--- config.mk ---
export PLATFORM = sky130hd
export DESIGN_NAME = seg7_scan_display
export DESIGN_NICKNAME = d
export VERILOG_FILES = /design/src/rtl/seg7_pkg.sv /design/src/rtl/hex_to_seg7.sv /design/src/rtl/seg7_scan_display.sv
export SDC_FILE = /design/constraint.sdc
export NUM_CORES = 1
export LEC_CHECK = 0
export ABC_AREA = 1
export CORE_MARGIN = 4
export CORE_UTILIZATION = 47
export DETAILED_ROUTE_END_ITERATION = 8
export PLACE_DENSITY = 0.71
export SYNTH_ARGS = -nofsm -noshare
export SYNTH_HDL_FRONTEND = slang
export SYNTH_SLANG_ARGS = --single-unit
--- constraint.sdc ---
create_clock -name Clk -period 2.5 [get_ports Clk]
set_input_delay 0.5 -clock Clk [delete_from_list [all_inputs] [get_ports Clk]]
set_output_delay 0.5 -clock Clk [all_outputs]
set_load 0.01 [all_outputs]
--- src/rtl/seg7_pkg.sv ---
// Shared definitions for the 8-digit 7-segment scan display.
// Segment order is {g,f,e,d,c,b,a}. All patterns are active-low.
package seg7_pkg;

  localparam int NUM_DIGITS = 8;

  // All segments off (active-low).
  localparam logic [6:0] SEG_BLANK = 7'h7F;

  // Active-low glyphs for hex digits 0..F.
  localparam logic [6:0] SEG_HEX [16] = '{
    7'h40, 7'h79, 7'h24, 7'h30,
    7'h19, 7'h12, 7'h02, 7'h78,
    7'h00, 7'h10, 7'h08, 7'h03,
    7'h46, 7'h21, 7'h06, 7'h0E
  };

  // Digit position 0..7. Digit 0 is the rightmost digit.
  typedef logic [2:0] digitIdx_t;

endpackage

--- src/rtl/hex_to_seg7.sv ---
// Combinational converter from a hex nibble to an active-low 7-segment pattern.
module hex_to_seg7
  import seg7_pkg::*;
(
  input  logic [3:0] nibble,
  output logic [6:0] seg
);

  // Look up the glyph for the current nibble.
  always_comb begin
    seg = SEG_HEX[nibble];
  end

endmodule

--- src/rtl/seg7_scan_display.sv ---
// Time-multiplexed driver for an 8-digit common-anode 7-segment display.
// Digits 7..4 show the ValueHi snapshot and digits 3..0 show the ValueLo snapshot.
// Each digit slot lasts REFRESH_DIV cycles. All digits are dark for the first
// BLANK_CYCLES cycles of every slot, to prevent ghosting.
// Optional macro LEADING_ZERO_BLANK_EN darks the leading zero nibbles in each
// 4-digit half. Digits 0 and 4 always stay lit.
module seg7_scan_display
  import seg7_pkg::*;
#(
  parameter int REFRESH_DIV  = 100000,
  parameter int BLANK_CYCLES = 16
) (
  input  logic        Clk,
  input  logic        Reset,
  input  logic [15:0] ValueHi,
  input  logic [15:0] ValueLo,
  input  logic        Load,
  output logic [6:0]  out7,
  output logic [7:0]  en_out
);

  localparam int               CNT_W     = $clog2(REFRESH_DIV);
  localparam logic [CNT_W-1:0] CNT_MAX   = CNT_W'(REFRESH_DIV - 1);
  localparam logic [CNT_W-1:0] BLANK_LIM = CNT_W'(BLANK_CYCLES);

  logic [CNT_W-1:0] cnt_r;
  digitIdx_t        idx_r;
  logic [15:0]      snapHi_r;
  logic [15:0]      snapLo_r;
  logic [15:0]      halfVal_s;
  logic [3:0]       nibble_s;
  logic [6:0]       seg_s;
  logic             inBlank_s;
  logic             digitDark_s;

  // Capture the display values when Load is high. The display reads only these copies.
  always_ff @(posedge Clk) begin
    if (Reset) begin
      snapHi_r <= 16'h0000;
      snapLo_r <= 16'h0000;
    end else if (Load) begin
      snapHi_r <= ValueHi;
      snapLo_r <= ValueLo;
    end else begin
      snapHi_r <= snapHi_r;
      snapLo_r <= snapLo_r;
    end
  end

  // Slot counter. When the counter wraps, the scan moves to the next digit (7 wraps to 0).
  always_ff @(posedge Clk) begin
    if (Reset) begin
      cnt_r <= '0;
      idx_r <= 3'd0;
    end else if (cnt_r == CNT_MAX) begin
      cnt_r <= '0;
      idx_r <= idx_r + 3'd1;
    end else begin
      cnt_r <= cnt_r + CNT_W'(1);
      idx_r <= idx_r;
    end
  end

  // Select the half-word and nibble for the digit currently being scanned.
  always_comb begin
    halfVal_s = 16'h0000;
    nibble_s  = 4'h0;
    if (idx_r[2]) begin
      halfVal_s = snapHi_r;
    end else begin
      halfVal_s = snapLo_r;
    end
    case (idx_r[1:0])
      2'd0:    nibble_s = halfVal_s[3:0];
      2'd1:    nibble_s = halfVal_s[7:4];
      2'd2:    nibble_s = halfVal_s[11:8];
      2'd3:    nibble_s = halfVal_s[15:12];
      default: nibble_s = 4'h0;
    endcase
  end

  // Decide whether the current digit is a leading zero that must stay dark.
  always_comb begin
    digitDark_s = 1'b0;
`ifdef LEADING_ZERO_BLANK_EN
    case (idx_r[1:0])
      2'd1:    digitDark_s = (halfVal_s[15:4]  == 12'h000);
      2'd2:    digitDark_s = (halfVal_s[15:8]  == 8'h00);
      2'd3:    digitDark_s = (halfVal_s[15:12] == 4'h0);
      default: digitDark_s = 1'b0;
    endcase
`else
    digitDark_s = 1'b0;
`endif
  end

  // The anti-ghosting window covers the first BLANK_CYCLES counts of each slot.
  always_comb begin
    inBlank_s = (cnt_r < BLANK_LIM);
  end

  hex_to_seg7 u_hexToSeg7 (
    .nibble (nibble_s),
    .seg    (seg_s)
  );

  // Registered outputs. They lag cnt/idx by one cycle, and reset turns the display dark at once.
  always_ff @(posedge Clk) begin
    if (Reset) begin
      out7   <= SEG_BLANK;
      en_out <= 8'hFF;
    end else if (inBlank_s || digitDark_s) begin
      out7   <= SEG_BLANK;
      en_out <= 8'hFF;
    end else begin
      out7   <= seg_s;
      en_out <= ~(8'b0000_0001 << idx_r);
    end
  end

endmodule

### Word level (Yosys, flattened, before mapping)

Memories as Yosys holds them, arrays and structs flattened. A register that Yosys moved wholly into a read port is not among the register bits.
Cells that the tools add are included.

* shift operators: 1
* multiplexer cells: 2
* bitwise operators: 2
* magnitude comparators: 1
* $add $sub $neg: 2
* reductions and logical operators: 3
* equal/unequal tests: 4

Operator list (number)
* adder 17 x 1 -> 17 bit, second input constant: 1
* == test 17 bit, second input constant: 1
* < comparator 17 x 5 -> 1 bit, second input constant: 1
* two-way mux 16 bit: 1
* one-hot mux 4 bit (4 select lines): 1
* inverter 8 bit: 1
* left shift 1 x 3 -> 8 bit, first input constant: 1
* inverter 4 -> 5 bit: 1
* == test 2 bit, second input constant: 2
* OR reduction 2 bit: 2
* adder 3 x 1 -> 3 bit, second input constant: 1
* == test 2 x 1 -> 1 bit, second input constant: 1
* zero test 2 bit: 1

* register bits after elaboration: 60
* logic and storage cells: 21
* output and inout bits: 15
* bits of input ports: 35
* memories kept: 1
* ROM bits: 112

Memories
* (name not given): words 16, bits a word 7, read ports 1, clocked after memory_dff 1, write ports 0, line hex_to_seg7.sv:11 `seg = SEG_HEX[nibble];`

### Longest topological paths before layout

* depth after elaboration: 3
* depth in mapped cells: 14
* gate-level depth less buffers: 14

### Hierarchy

From an unflattened synthesis, not the netlist that was laid out.

* cell total of the unflattened synthesis: 444
* area, all modules: 3176.8 um2

By module, submodules not included
* seg7_scan_display: times used 1, sequential area each 1341.3 um2, area each 2901.5 um2, cells an instance 393
* hex_to_seg7: times used 1, sequential area each 0.0 um2, area each 275.3 um2, cells an instance 51

### Worst setup path after synthesis

OpenSTA, ideal clock, no wires.

* path type: register to register
* from: register idx_r[0]
* to: register out7[1]
* path buffers: 0
* data arrival time: 1687 ps
* setup time: 113 ps
* setup slack: 700 ps
* data required time: 2387 ps
* stages on the path, launching flop included: 13
* period minus slack after synthesis: 1800 ps
* cells stage by stage: dfxtp_1 -> inv_1 -> ha_1 -> nand2_1 -> nor2_1 -> a21oi_1 -> nand3_1 -> a21oi_2 -> ha_1 -> nand2_1 -> nor2_1 -> nor2_1 -> nand2_1

* word-level cells in the longest chain between the ends: 3
* elaborated cells on any way between the ends: 6
* those cells by class: 3 x eq/ne; 1 x mux; 1 x bitwise; 1 x reduce/logical

RTL lines
* start, declared: line seg7_scan_display.sv:27 `digitIdx_t idx_r;`
* start signal, assigned: line seg7_scan_display.sv:57 `idx_r <= idx_r + 3'd1;`
* start signal, assigned: line seg7_scan_display.sv:60 `idx_r <= idx_r;`
* == test 2 bit (tied with other cells): line seg7_scan_display.sv:73 `case (idx_r[1:0])`
* one-hot mux 4 bit (4 select lines) (*): line seg7_scan_display.sv:73
* inverter 4 -> 5 bit (implied by the code) (*): line hex_to_seg7.sv:11
* end, declared: line seg7_scan_display.sv:18 `output logic [6:0] out7,`

Mark *: on every way between the ends. The rest lies on a longest branch, timed or not.
A chain may end at the register's enable or synchronous reset.

### Worst setup path after layout

Same ends and word-level chain as after synthesis.

==> impl_metrics.env <==
export IMPL_avgViaCountPerCell=4.97
export IMPL_hold_slack_ps=451
export IMPL_cellPowerDensity_nw_per_um2=570
export IMPL_pwr_share_seq_pct=50.7
export IMPL_rsz0062_at_grt="no"
export IMPL_wire_per_inst_um=12.0
export IMPL_worstSetupPathType="flip-flop to flip-flop"
export IMPL_fin_cells=568
export IMPL_critPathMaxStageDelay_ps=360
export IMPL_cts_made_buffers=9
export IMPL_async_reset_ff_share_pct=0
export IMPL_slew_violations=0
export IMPL_drive_above_1_share_pct=9.78
export IMPL_finalPower_mw=2.23
export IMPL_globalplace_congestion=0.898
export IMPL_end_kind="flip-flop"
export IMPL_cts_resized=0
export IMPL_core_um2=6460
export IMPL_start_util_pct=49.1
export IMPL_synth_area_top_cells="dfxtp_1 (42%), nor2_1 (11%), nand2_1 (10%)"
export IMPL_synth_edf_count=0
export IMPL_p_leak_nw=1.62
export IMPL_cp_slowest_cell="dfxtp_1"
export IMPL_fin_util_pct=60.4
export IMPL_tightest_slew_ps=950
export IMPL_grt_overflow=0
export IMPL_rows=29
export IMPL_clockBufferDepth=2
export IMPL_dieArea_um2=8130
export IMPL_relSlewSlack_pct=36.6
export IMPL_status="finished, final reports clean"
export IMPL_grt_pass1_wl_mm=11.4
export IMPL_fp_dieH_um=90.2
export IMPL_final_area_um2=3900
export IMPL_tns_ps=0
export IMPL_path_clk_slew_ps=70
export IMPL_crit_family="adder cells"
export IMPL_cts_setup_buffers=0
export IMPL_ys_warn_count=0
export IMPL_antenna_found_initial=0
export IMPL_synth_cells=437
export IMPL_port_buffers=49
export IMPL_fin_nets=536
export IMPL_period_share_pct=83.3
export IMPL_cp_arrival_ps=2310
export IMPL_synth_seq_cells=67
export IMPL_crit_required_ps=2730
export IMPL_antenna_cells=0
export IMPL_grt_pass1_vias=2565
export IMPL_share_comb_of_total_power_pct=8.7
export IMPL_fp_dieW_um=90.2
export IMPL_ys_dominant_reg_cell="dfxtp_1"
export IMPL_cp_start_kind="flip-flop"
export IMPL_grt_busiest_layer="met2"
export IMPL_cts_tree="built"
export IMPL_grt_max_degree=39
export IMPL_place_inst=553
export IMPL_drv_cap=0
export IMPL_clk_latency_ps=340
export IMPL_crit_chain="inv_1, ha_1, inv_1, nor2_2, a21oi_1, nand3_1, a21oi_2, ha_1, nand2_1, nor2_1, nor2_1, nand2_1"
export IMPL_netSwitchingPower_uw=518
export IMPL_num_io_pins=50
export IMPL_worstPathMaxFanout=5
export IMPL_hold_buffers=0
export IMPL_syn_area_per_cell_um2=7.26
export IMPL_met1_usage_pct=21.8
export IMPL_synth_area_um2=3170
export IMPL_synth_top_area_cell="dfxtp_1"
export IMPL_drt_iter0_markers=127
export IMPL_setup_viol=0
export IMPL_synth_top_area_share_pct=42.3
export IMPL_synthDistinctLibCells=36
export IMPL_met2_usage_pct=27.2
export IMPL_fillers=582
export IMPL_clockRootBuffer="clkbuf_8"
export IMPL_cp_num_buf_inv=2
export IMPL_syn_to_final_growth_pct=23.1
export IMPL_fmax_ghz=0.480
export IMPL_p_int_mw=1.71
export IMPL_final_antenna_net_count=0
export IMPL_vias=2822
export IMPL_place_area_um2=3700
export IMPL_grt_use_met3_pct=4.67
export IMPL_ys_seq_area_share_pct=42.3
export IMPL_dp_slack_ps=420
export IMPL_syn_num_nets=486
export IMPL_cts_sinks=67
export IMPL_setup_ws_ps=417
export IMPL_place_hpwl_mm=5.04
export IMPL_cts_htree_levels=3
export IMPL_fin_crit_ps=2080
export IMPL_clockPowerShare_pct=40.6
export IMPL_dr_pass1_iters=4
export IMPL_p_sw_share_pct=23.3
export IMPL_ir_worst_vdd_uv=355
export IMPL_skew_ps=3.14
export IMPL_hold_violations=0
export IMPL_drt_wl_total_mm=6.79
export IMPL_drc_errors=0
export IMPL_grt_use_total_pct=17.0
export IMPL_min_path_type="flip-flop to flip-flop"
==> cells in the final DEF, fill, tap and decap left out, types with 3 or more instances in the layout <==
cell type,n
nand2_4,3
nand2_1,87
o21ai_1,4
nor3b_1,3
nand4_1,6
inv_1,32
dfxtp_1,67
nand3_1,21
buf_4,5
ha_1,14
nor3_1,4
nor2_1,96
a21oi_1,15
o21ai_0,38
inv_2,3
clkbuf_8,11
clkdlybuf4s50_1,49
nor2_2,7
==> metal layers <==
layer | up-vias | part of all wire (%) | wire length, µm
li1 | 1489 | - | -
met1 | 1247 | 48 | 3260
met2 | 77 | 45 | 3080
met3 | 9 | 5.6 | 381
met4 | 0 | 1.1 | 76
met5 | - | 0 | 0
==> kinds of logic after synthesis <==
| group | count (synthesis) | share of synthesized area [%] |
|---|---|---|
| buf+inv | 52 | 7.42 |
| simple gates | 240 | 33.6 |
| xor+xnor | 4 | 1.10 |
| fa+ha+maj | 14 | 5.52 |
| compound gates | 60 | 10.1 |
| flops | 67 | 42.3 |
==> cell type report <==
class / count / area [µm²] / area share, %
Clock buffer: 11 / 151 / 3.88
Clock inverter: 4 / 50.0 / 1.28
Inverter: 37 / 141 / 3.62
Multi-Input combinational cell: 318 / 1600 / 40.9
Sequential cell: 67 / 1340 / 34.4
Tap cell: 77 / 96.3 / 2.47
Timing Repair Buffer: 54 / 528 / 13.5
==> registers in the layout (all words and copies together) (netlist names) <==
signal,flops
snapHi_r,16
cnt_r,17
out7,7
snapLo_r,16
en_out,8
idx_r,3
==> worst reg2reg max path, delay by kind of cell (launching register included) <==
| family | cells | cell delay [ps] |
|---|---|---|
| simple gates | 6 | 420 |
| fa+ha+maj | 2 | 590 |
| flops | 1 | 360 |
| buf+inv | 2 | 210 |
| compound gates | 2 | 390 |
==> path summary, 6_finish.rpt <==
path                         endpoint  depth (start not counted)  slack (ps)             startpoint
setup / recovery   out7[1]$_SDFF_PP1_                         12         420  idx_r[0]$_SDFFE_PP0N_
hold reg to reg   cnt_r[0]$_SDFF_PP0_                          1         450    cnt_r[0]$_SDFF_PP0_
setup reg to reg   out7[1]$_SDFF_PP1_                         12         420  idx_r[0]$_SDFFE_PP0N_
hold / removal    cnt_r[0]$_SDFF_PP0_                          1         450    cnt_r[0]$_SDFF_PP0_
==> Yosys cell counts (2+ instances only) <==
| cell type | count |
|---|---|
| ha_1 | 14 |
| o21ai_1 | 4 |
| nor3_2 | 2 |
| nand3_2 | 2 |
| nor3b_1 | 3 |
| inv_2 | 3 |
| a21oi_2 | 2 |
| nand2_1 | 87 |
| nor2_2 | 7 |
| o21ai_0 | 38 |
| xor2_1 | 2 |
| nand2_2 | 2 |
| xnor2_1 | 2 |
| a21oi_1 | 15 |
| nor2_1 | 96 |
| nand2_4 | 3 |
| dfxtp_1 | 67 |
| nor3_1 | 4 |
| inv_1 | 32 |
| clkbuf_1 | 6 |
| nand3_1 | 21 |
| buf_6 | 4 |
| nand4_1 | 6 |
| buf_2 | 3 |
==> power groups by stage <==
stage	logic, mW	clock network, mW	registers (mW)
after floorplan	0.116	0	1.14
after global placement	0.193	0	1.15
after detailed placement	0.194	0	1.15
after CTS	0.195	0.928	1.13
after global routing	0.220	0.969	1.13
final	0.193	0.903	1.13
Power figures use the tool's default switching activity.
